## src/rtl/mul_div_unit.sv

```systemverilog
// Iterative RV32M multiply/divide unit: shift-add multiply, restoring divide,
// one bit per cycle, with sign fixup and fast paths for divide corner cases.
module mul_div_unit #(
   parameter int XLEN  = 32,
   parameter int CNT_W = $clog2(XLEN) + 1
) (
   input  logic            clk_i,
   input  logic            rst_i,
   input  logic            start_i,
   input  logic [2:0]      funct3_i,
   input  logic [XLEN-1:0] rs1_i,
   input  logic [XLEN-1:0] rs2_i,
   input  logic            kill_i,
   output logic            ready_o,
   output logic            busy_o,
   output logic            done_o,
   output logic [XLEN-1:0] result_o
);

   typedef enum logic [1:0] {IDLE, CALC, FIXUP, DONE} state_t;

   localparam logic [XLEN-1:0]  MIN_NEG = {1'b1, {(XLEN-1){1'b0}}};
   localparam logic [CNT_W-1:0] LAST    = CNT_W'(XLEN - 1);

   state_t              state_q;
   logic [CNT_W-1:0]    cnt_q;
   logic [2:0]          op_q;
   logic                neg_q;
   logic                ready_q;
   logic                busy_q;
   logic                done_q;
   logic [2*XLEN-1:0]   acc_q;
   logic [2*XLEN-1:0]   acc_d;
   logic [XLEN-1:0]     b_q;
   logic [XLEN-1:0]     result_q;

   logic                sgn1;
   logic                sgn2;
   logic                a_neg;
   logic                b_neg;
   logic                is_div;
   logic                div0;
   logic                ovf;
   logic                neg_in;
   logic [XLEN-1:0]     a_mag;
   logic [XLEN-1:0]     b_mag;
   logic [XLEN-1:0]     spec_res;

   always_comb begin
      is_div   = funct3_i[2];
      sgn2     = (funct3_i == 3'b001) || (funct3_i == 3'b100) ||
                 (funct3_i == 3'b110);
      sgn1     = sgn2 || (funct3_i == 3'b010);
      a_neg    = sgn1 & rs1_i[XLEN-1];
      b_neg    = sgn2 & rs2_i[XLEN-1];
      a_mag    = a_neg ? -rs1_i : rs1_i;
      b_mag    = b_neg ? -rs2_i : rs2_i;
      // remainder follows the dividend sign, everything else the xor
      neg_in   = (funct3_i == 3'b110) ? a_neg : (a_neg ^ b_neg);
      div0     = is_div && (rs2_i == '0);
      ovf      = is_div && !funct3_i[0] &&
                 (rs1_i == MIN_NEG) && (rs2_i == '1);
      spec_res = funct3_i[1] ? (div0 ? rs1_i : '0)
                             : (div0 ? '1 : rs1_i);
   end

   logic [XLEN:0] msum;
   logic [XLEN:0] dtrial;

   always_comb begin
      msum   = {1'b0, acc_q[2*XLEN-1:XLEN]} +
               (acc_q[0] ? {1'b0, b_q} : '0);
      dtrial = acc_q[2*XLEN-1:XLEN-1] - {1'b0, b_q};
      if (op_q[2]) begin
         acc_d = dtrial[XLEN] ? {acc_q[2*XLEN-2:0], 1'b0}
                              : {dtrial[XLEN-1:0], acc_q[XLEN-2:0], 1'b1};
      end else begin
         acc_d = {msum, acc_q[XLEN-1:1]};
      end
   end

   logic [2*XLEN-1:0] prod_s;
   logic [XLEN-1:0]   part;
   logic [XLEN-1:0]   fix_res;

   always_comb begin
      prod_s  = neg_q ? -acc_q : acc_q;
      part    = '0;
      fix_res = '0;
      if (op_q[2]) begin
         part    = op_q[1] ? acc_q[2*XLEN-1:XLEN] : acc_q[XLEN-1:0];
         fix_res = neg_q ? -part : part;
      end else begin
         fix_res = (op_q[1:0] == 2'b00) ? prod_s[XLEN-1:0]
                                        : prod_s[2*XLEN-1:XLEN];
      end
   end

   always_ff @(posedge clk_i or negedge rst_i) begin
      if (!rst_i) begin
         state_q  <= IDLE;
         cnt_q    <= '0;
         op_q     <= '0;
         neg_q    <= 1'b0;
         ready_q  <= 1'b1;
         busy_q   <= 1'b0;
         done_q   <= 1'b0;
         acc_q    <= '0;
         b_q      <= '0;
         result_q <= '0;
      end else if (kill_i) begin
         state_q <= IDLE;
         cnt_q   <= '0;
         ready_q <= 1'b1;
         busy_q  <= 1'b0;
         done_q  <= 1'b0;
      end else begin
         case (state_q)
            IDLE: begin
               if (start_i) begin
                  op_q    <= funct3_i;
                  neg_q   <= neg_in;
                  cnt_q   <= '0;
                  ready_q <= 1'b0;
                  busy_q  <= 1'b1;
                  // divide shifts the dividend out of the low half,
                  // multiply shifts the multiplier out of it
                  acc_q   <= {{XLEN{1'b0}}, is_div ? a_mag : b_mag};
                  b_q     <= is_div ? b_mag : a_mag;
                  if (div0 || ovf) begin
                     result_q <= spec_res;
                     done_q   <= 1'b1;
                     state_q  <= DONE;
                  end else begin
                     state_q  <= CALC;
                  end
               end
            end
            CALC: begin
               acc_q <= acc_d;
               cnt_q <= cnt_q + CNT_W'(1);
               if (cnt_q == LAST) state_q <= FIXUP;
            end
            FIXUP: begin
               result_q <= fix_res;
               done_q   <= 1'b1;
               state_q  <= DONE;
            end
            DONE: begin
               done_q  <= 1'b0;
               busy_q  <= 1'b0;
               ready_q <= 1'b1;
               cnt_q   <= '0;
               state_q <= IDLE;
            end
            default: state_q <= IDLE;
         endcase
      end
   end

   assign ready_o  = ready_q;
   assign busy_o   = busy_q;
   assign done_o   = done_q;
   assign result_o = result_q;

endmodule

```

## config.mk

```make
export PLATFORM = sky130hd
export DESIGN_NAME = mul_div_unit
export DESIGN_NICKNAME = d
export VERILOG_FILES = /design/src/rtl/mul_div_unit.sv
export SDC_FILE = /design/constraint.sdc
export NUM_CORES = 1
export LEC_CHECK = 0
export BUFFER_PORTS_ARGS = -buffer_cell sky130_fd_sc_hd__buf_2
export CAP_MARGIN = 25
export CORE_ASPECT_RATIO = 1.1
export CORE_MARGIN = 3
export CORE_UTILIZATION = 30
export CTS_CLUSTER_DIAMETER = 150
export DETAILED_ROUTE_END_ITERATION = 8
export SLEW_MARGIN = 20
export SYNTH_ARGS = -nofsm -noshare
export SYNTH_HDL_FRONTEND = slang
export SYNTH_SLANG_ARGS = --single-unit
```

## constraint.sdc

```tcl
create_clock -name clk_i -period 9.4 [get_ports clk_i]
set_clock_uncertainty 0.15 [all_clocks]
set_input_delay 0.94 -clock clk_i [delete_from_list [all_inputs] [get_ports clk_i]]
set_output_delay 0.94 -clock clk_i [all_outputs]
set_load 0.005 [all_outputs]
```

==> results.ini, run 1 <==
[sta]
setup_tns_ns=0
timing.final.ws_setup_ns=4.64
timing.final.hold_violations=0
slew_viol_final=0
fmax_mhz=210
finalCriticalPeriod_ns=4.76
max-slew-margin-rel_pct=16.9
worst_hold_slack_ns=0.321
worst_slew_pin_slew_ns=1.21
rsz0062_at_grt=no
fin_crit_sh_pct=50.6
setup_viol=0

[power]
p_sw_w=0.00314
combPwrFrac_pct=64.2
leakagePower_nw=7.21
swShare_pct=53.7
power.density_mw_per_mm2=333
power_frac_seq_pct=24.0
clockPowerShare_pct=11.8
vdd_ir_drop_max_mv=0.164
p_int_w=0.00271

[critical_path]
path_buf_inv=2
slowest_delay_ns=0.50
path_delay_family=compound AO/OA/AOI/OAI gates
reg2reg_depth=13
crit_path_max_fanout=21
critPathCaptureType=flip-flop
crit_type=flip-flop to flip-flop
slowest_stage=o21ai_0
arrival_ns=4.96
cp_cell_sequence=clkinv_1 > ha_1 > fa_1 > nand2b_1 > a21oi_1 > o21ai_0 > o31ai_1 > a21oi_1 > o21ai_0 > xor2_2 > buf_4 > a211oi_1 > a221o_1
start_kind=flip-flop
r2r_start=acc_q[31]
ff2ff_setup_slack_ns=4.64
worstPathRequired_ns=9.61
r2r-end=acc_q[39]

[worst_hold_path]
hold_path_end=result_o[20]
hold_class=flip-flop to flip-flop
hold_start=result_o[20]
hold_depth=2

[grt]
grt.busiest_layer=met2
gr-total-overflow=0
grtUsageMet3_pct=3.23
grt_start_max_net_pins=117
grt_pass1_vias=15600
antenna_found_initial=0
grt_pass1_wl_microns=96700
grt_use_met1_pct=29.5
track_usage_pct=22.1
met2_usage_pct=35.3

[synth]
synth_edf_count=0
netlist_instances=2185
syn_area_per_cell_sq_um=7.36
syn-cell-area_sq_mm=0.0161
synthFlopType=dfrtp_1
ys_types=83
ys_ff_latch=143
synth_fp_nets=2332
ys.warnings.count=0
async_flop_share_pct=100
ys_seq_area_share_pct=22.2

[layout]
fin_nets=2314
synthToLayoutAreaGrowth_pct=9.27
final_layout_size_suffix_gt1_share_pct=11.2

[flow_run]
cap_viol_max_count=0

[routing]
ant_nets=0
drt_iter0_markers=1798
wire_per_inst_microns=22.1
wl_microns=63200
post-route-drc-count=0
viasPerCell=5.87
dr_total_vias=16800
first_pass_iters=7

[floorplanning]
die_x_microns=227
die_h_microns=249
io_pins=106
initial_core_util_pct=30.5
die_area_sq_mm=0.0564
core_sq_mm=0.0527
rows=88

[placement]
place_ws_ns=4.37
place.gp.congestion=1.01
detailed_place_hpwl_microns=48500
place.port_buffers=105

[clocking]
h-tree-depth=4
clockRootBuffer=clkbuf_16
cts_tree=yes
clockBufferDepth=2
cts_hold_buf=0
cts_made_buffers=17
path_clk_slew_ns=0.08
cts.sinks=143
insertion_delay_ns=0.47
cts.repair.resized=0
post_cts_buffers=0

[outcome]
status=finished, final reports clean

cell type report:
cell class	count	area [sq um]
repair buffers	130	722
multi-input cells	1804	11600
well taps	675	845
inverters	71	267
diodes	1	2.50
clock buffers	17	425
flip-flops and latches	143	3580
clock inverters	15	141
fillers	5619	35200
worst register-to-register path, stage by stage (launching register included):
cell and delay [ns]:
dfrtp_1 0.47, clkinv_1 0.25, ha_1 0.30, fa_1 0.39, nand2b_1 0.19, a21oi_1 0.22, o21ai_0 0.26, o31ai_1 0.44
a21oi_1 0.22, o21ai_0 0.50, xor2_2 0.42, buf_4 0.40, a211oi_1 0.14, a221o_1 0.30
worst max path at each step:
stage | cells past startpoint | slack (ns) | start | to
after floorplan | 17 | 4.79 | op_q[1] | result_o[28]
after global placement | 11 | 4.55 | rs1_i[3] | result_o[30]
after detailed placement | 11 | 4.37 | rs1_i[3] | result_o[30]
after CTS | 13 | 4.67 | acc_q[31] | acc_q[33]
after global routing | 13 | 4.21 | acc_q[31] | acc_q[36]
final | 13 | 4.64 | acc_q[31] | acc_q[39]
sequential cells by signal (all words and copies together) (netlist names):
name      count
acc_q        64
result_o     32
state_q       2
busy_o        1
b_q          32
ready_o       1
op_q          3
cnt_q         6
done_o        1
neg_q         1
cell usage after synthesis, types with 21 or more instances:
cell / n / area (sq um)
nand2_1: 229 / 860
o21ai_0: 220 / 1100
nor2_1: 213 / 800
a21oi_1: 198 / 991
dfrtp_1: 142 / 3550
clkbuf_1: 138 / 518
xnor2_1: 134 / 1170
ha_1: 74 / 926
inv_1: 68 / 255
xor2_1: 60 / 526
mux2i_1: 56 / 561
nor3_1: 52 / 260
a211oi_1: 46 / 345
o31ai_1: 45 / 338
mux2_2: 40 / 450
nand3_1: 34 / 170
a21o_1: 32 / 240
nand2b_1: 28 / 175
a22oi_1: 26 / 195
a31oi_1: 23 / 144
maj3_1: 21 / 210
or3_1: 21 / 131
power by group through the flow:
stage	Clock, W	Sequential (W)	Combinational, W
floorplan	0	0.00103	0.00295
global route	0.000720	0.00145	0.00413
CTS	0.000694	0.00139	0.00370
global placement	0	0.00139	0.00365
finish	0.000688	0.00141	0.00376
detailed placement	0	0.00140	0.00368
logic make-up (layout without fill, tap and decap cells):
logic type	count (synthesis)	count (layout)	share of synthesized area [%]
compound gates	711	711	27.2
simple gates	706	706	20.5
buf+inv	238	233	5.83
xor+xnor	194	194	10.6
flops	143	143	22.2
fa+ha+maj	97	97	7.31
mux	96	96	6.28
other cells	0	1	0
routing by layer:
layer / vias to the layer above / share of wire, %
met5: - / 0
met4: 0 / 4.6
met3: 141 / 7.1
met2: 756 / 46
met1: 8016 / 42
li1: 7849 / -
per-stage QoR:
stage / utilization, % / instances / power, W / instance area (sq um)
final: 33.3 / 2856 / 0.00585 / 17600
after global routing: 33.3 / 2855 / 0.00629 / 17600
after CTS: 33.3 / 2855 / 0.00578 / 17600
after detailed placement: 32.3 / 2823 / 0.00508 / 17000
after global placement: 32.3 / 2823 / 0.00504 / 17000
after floorplan: - / 2185 / 0.00399 / 16100
cells in the final DEF, fill, tap and decap left out, types with 26 or more instances in the layout:
master / count
buf_2: 103
xnor2_1: 133
o21ai_0: 220
a22oi_1: 26
o31ai_1: 45
a21oi_1: 198
dfrtp_1: 139
xor2_1: 59
inv_1: 68
mux2i_1: 56
a21o_1: 31
nand2b_1: 28
mux2_2: 40
a211oi_1: 46
nor2_1: 211
nor3_1: 52
nand2_1: 229
nand3_1: 34
ha_1: 73
buf_4: 26
Power figures use the tool's default switching activity.
==> run 2, diff against run 1 <==
==> constraint.sdc (replaced) <==
create_clock -name clk_i -period 4.5 [get_ports clk_i]
set_clock_uncertainty 0.15 [all_clocks]
set_input_delay 0.45 -clock clk_i [delete_from_list [all_inputs] [get_ports clk_i]]
set_output_delay 0.45 -clock clk_i [all_outputs]
set_load 0.005 [all_outputs]
==> run 2 against run 1 <==
Effect of this change:
- critical path depth decreased by 5
- register-to-register slack got worse by 4.5 ns
- cell area increased by 2.5%
==> results.ini, run 2 (same netlist as run 1, synthesis figures left out) <==
[floorplanning]
rows=88  ; unchanged
core_sq_mm=0.0527  ; unchanged
io_pins=106  ; unchanged
die_area_sq_mm=0.0564  ; unchanged
die_x_microns=227  ; unchanged
die_h_microns=249  ; unchanged
initial_core_util_pct=30.5  ; unchanged

[routing]
viasPerCell=5.78  ; -1.6%
dr_total_vias=16800  ; +0.23%
ant_nets=0  ; unchanged
drt_iter0_markers=1979  ; +10%
wire_per_inst_microns=22.3  ; +0.56%
wl_microns=64700  ; +2.4%
post-route-drc-count=0  ; unchanged
first_pass_iters=5  ; -2

[worst_hold_path]
hold_class=primary input to flip-flop
hold_start=funct3_i[0]
hold_depth=3  ; +1

[sta]
timing.final.hold_violations=0  ; unchanged
rsz0062_at_grt=no
setup_tns_ns=0  ; unchanged
fmax_mhz=229  ; +8.8%
worst_hold_slack_ns=0.142  ; -0.179 ns
setup_viol=0  ; unchanged
slew_viol_final=0  ; unchanged
fin_crit_sh_pct=97.1  ; +47 points
worst_slew_pin_slew_ns=1.17  ; -0.0492 ns
finalCriticalPeriod_ns=4.37  ; -0.386 ns
max-slew-margin-rel_pct=20.3  ; +3.4 points

[clocking]
h-tree-depth=4  ; unchanged
clockBufferDepth=2  ; unchanged
insertion_delay_ns=0.47  ; about the same
cts_tree=yes
post_cts_buffers=0  ; unchanged
cts.sinks=143  ; unchanged
path_clk_slew_ns=0.07  ; about the same
cts_made_buffers=17  ; unchanged
clockRootBuffer=clkbuf_16

[critical_path]
start_kind=flip-flop
reg2reg_depth=8  ; -5
slowest_stage=a2111oi_0
worstPathRequired_ns=4.75  ; -4.86 ns
crit_type=flip-flop to flip-flop
r2r_start=acc_q[7]
cp_cell_sequence=nor4_4 > nand4_1 > or4_1 > or4_1 > o211ai_1 > a31oi_1 > a2111oi_0 > a211o_1
crit_path_max_fanout=7  ; -67%
slowest_delay_ns=1.05  ; +0.55 ns
crit_start=acc_q[7]
arrival_ns=4.62  ; -0.34 ns
critPathCaptureType=flip-flop
crit_top_cell=or4_1

[outcome]
status=finished, final reports clean

[power]
vdd_ir_drop_max_mv=0.365  ; +120%
p_total_w=0.0126  ; +120%
power.density_mw_per_mm2=702  ; +110%
leakagePower_nw=7.48  ; +3.7%

[layout]
layout_common_cells=nand2_1, o21ai_0, nor2_1
num-fill-cells=5568  ; -0.91%
seq_area_sq_mm=0.00358  ; unchanged
largest_reg_flops=64  ; unchanged
multi_input_area_sq_mm=0.0116  ; about the same
fin_cells=2909  ; +1.9%
final_layout_size_suffix_gt1_share_pct=13.3  ; +2.1 points
final_common_cell=nand2_1
antenna_cells=0  ; -1
synthToLayoutAreaGrowth_pct=12.0
final_util_pct=34.2  ; +0.84 points
regMostFlops=acc_q
fin_nets=2368  ; +2.3%

[placement]
place.gp.congestion=0.967  ; -4.3%
place.port_buffers=105  ; unchanged
dp_cells=2876  ; +1.9%
detailed_place_hpwl_microns=50200  ; +3.6%

[grt]
track_usage_pct=22.6  ; +0.57 points
grt_pass1_wl_microns=98900  ; +2.2%
grt_pass1_vias=16000  ; +2.5%
grt_start_max_net_pins=115  ; -1.7%
antenna_found_initial=1  ; +1
gr-total-overflow=0  ; unchanged

[flow_run]
cap_viol_max_count=0  ; unchanged

-- run 2: changes by cell type in the layout (fill, tap and decap cells not counted), sizes merged --
cell	before	now
diode	1	0
dlygate4sd3	0	1
clkinv	6	4
inv	77	75
buf	130	183
clkinvlp	3	5
clkbuf	17	19
-- run 2: routing by layer --
layer	track usage (%)	wire, microns	vias up
met3	3.32	4360	126
met2	36.3	29800	685
met5	0	0	-
li1	-	-	7935
met1	30.6	28100	8055
met4	8.57	2430	0
-- run 2: layout make-up --
cell class                      instances  area share [%]
Multi-Input combinational cell       1804            64.4
Sequential cell                       143            19.9
Timing Repair Buffer                  184            6.62
Tap cell                              675            4.69
Clock buffer                           19            2.40
Inverter                               71            1.48
Clock inverter                         13           0.576
-- run 2: worst max-delay path: cells and delay by family (launching register included) --
| kind | cells | cell delay (ns) |
|---|---|---|
| DFF | 1 | 0.48 |
| and+or+nand+nor | 4 | 2.08 |
| AOI/OAI and AO/OA | 4 | 1.59 |
-- run 2: path summary, 6_finish.rpt --
path                                      to  slack (ns)
worst max-delay path            result_o[25]        0.13
worst min-delay path                 op_q[0]        0.14
worst max register to register  result_o[25]        0.13
worst min register to register  result_o[12]        0.31
max in group asynchronous            ready_o        2.83
min in group asynchronous            b_q[27]        0.43
-- run 2: report_power, final --
part           internal [W]  switching, W
Sequential          0.00181      0.000843
Clock              0.000713      0.000658
Combinational       0.00342       0.00521
-- run 2: repair_timing --
action | CTS | global route
hold buffers | 1 | 0
hold endpoints to repair | 75 | 0
gates resized for setup | 0 | 1
setup endpoints to repair | 0 | 2
-- run 2: through the flow --
stage / setup WS, ns / instance area, sq um
global route: 0.0931 / 18000
finish: 0.130 / 18000
detailed placement: 0.292 / 17500
CTS: 0.273 / 18000
floorplan: 0.0767 / 16100
global placement: 0.355 / 17500
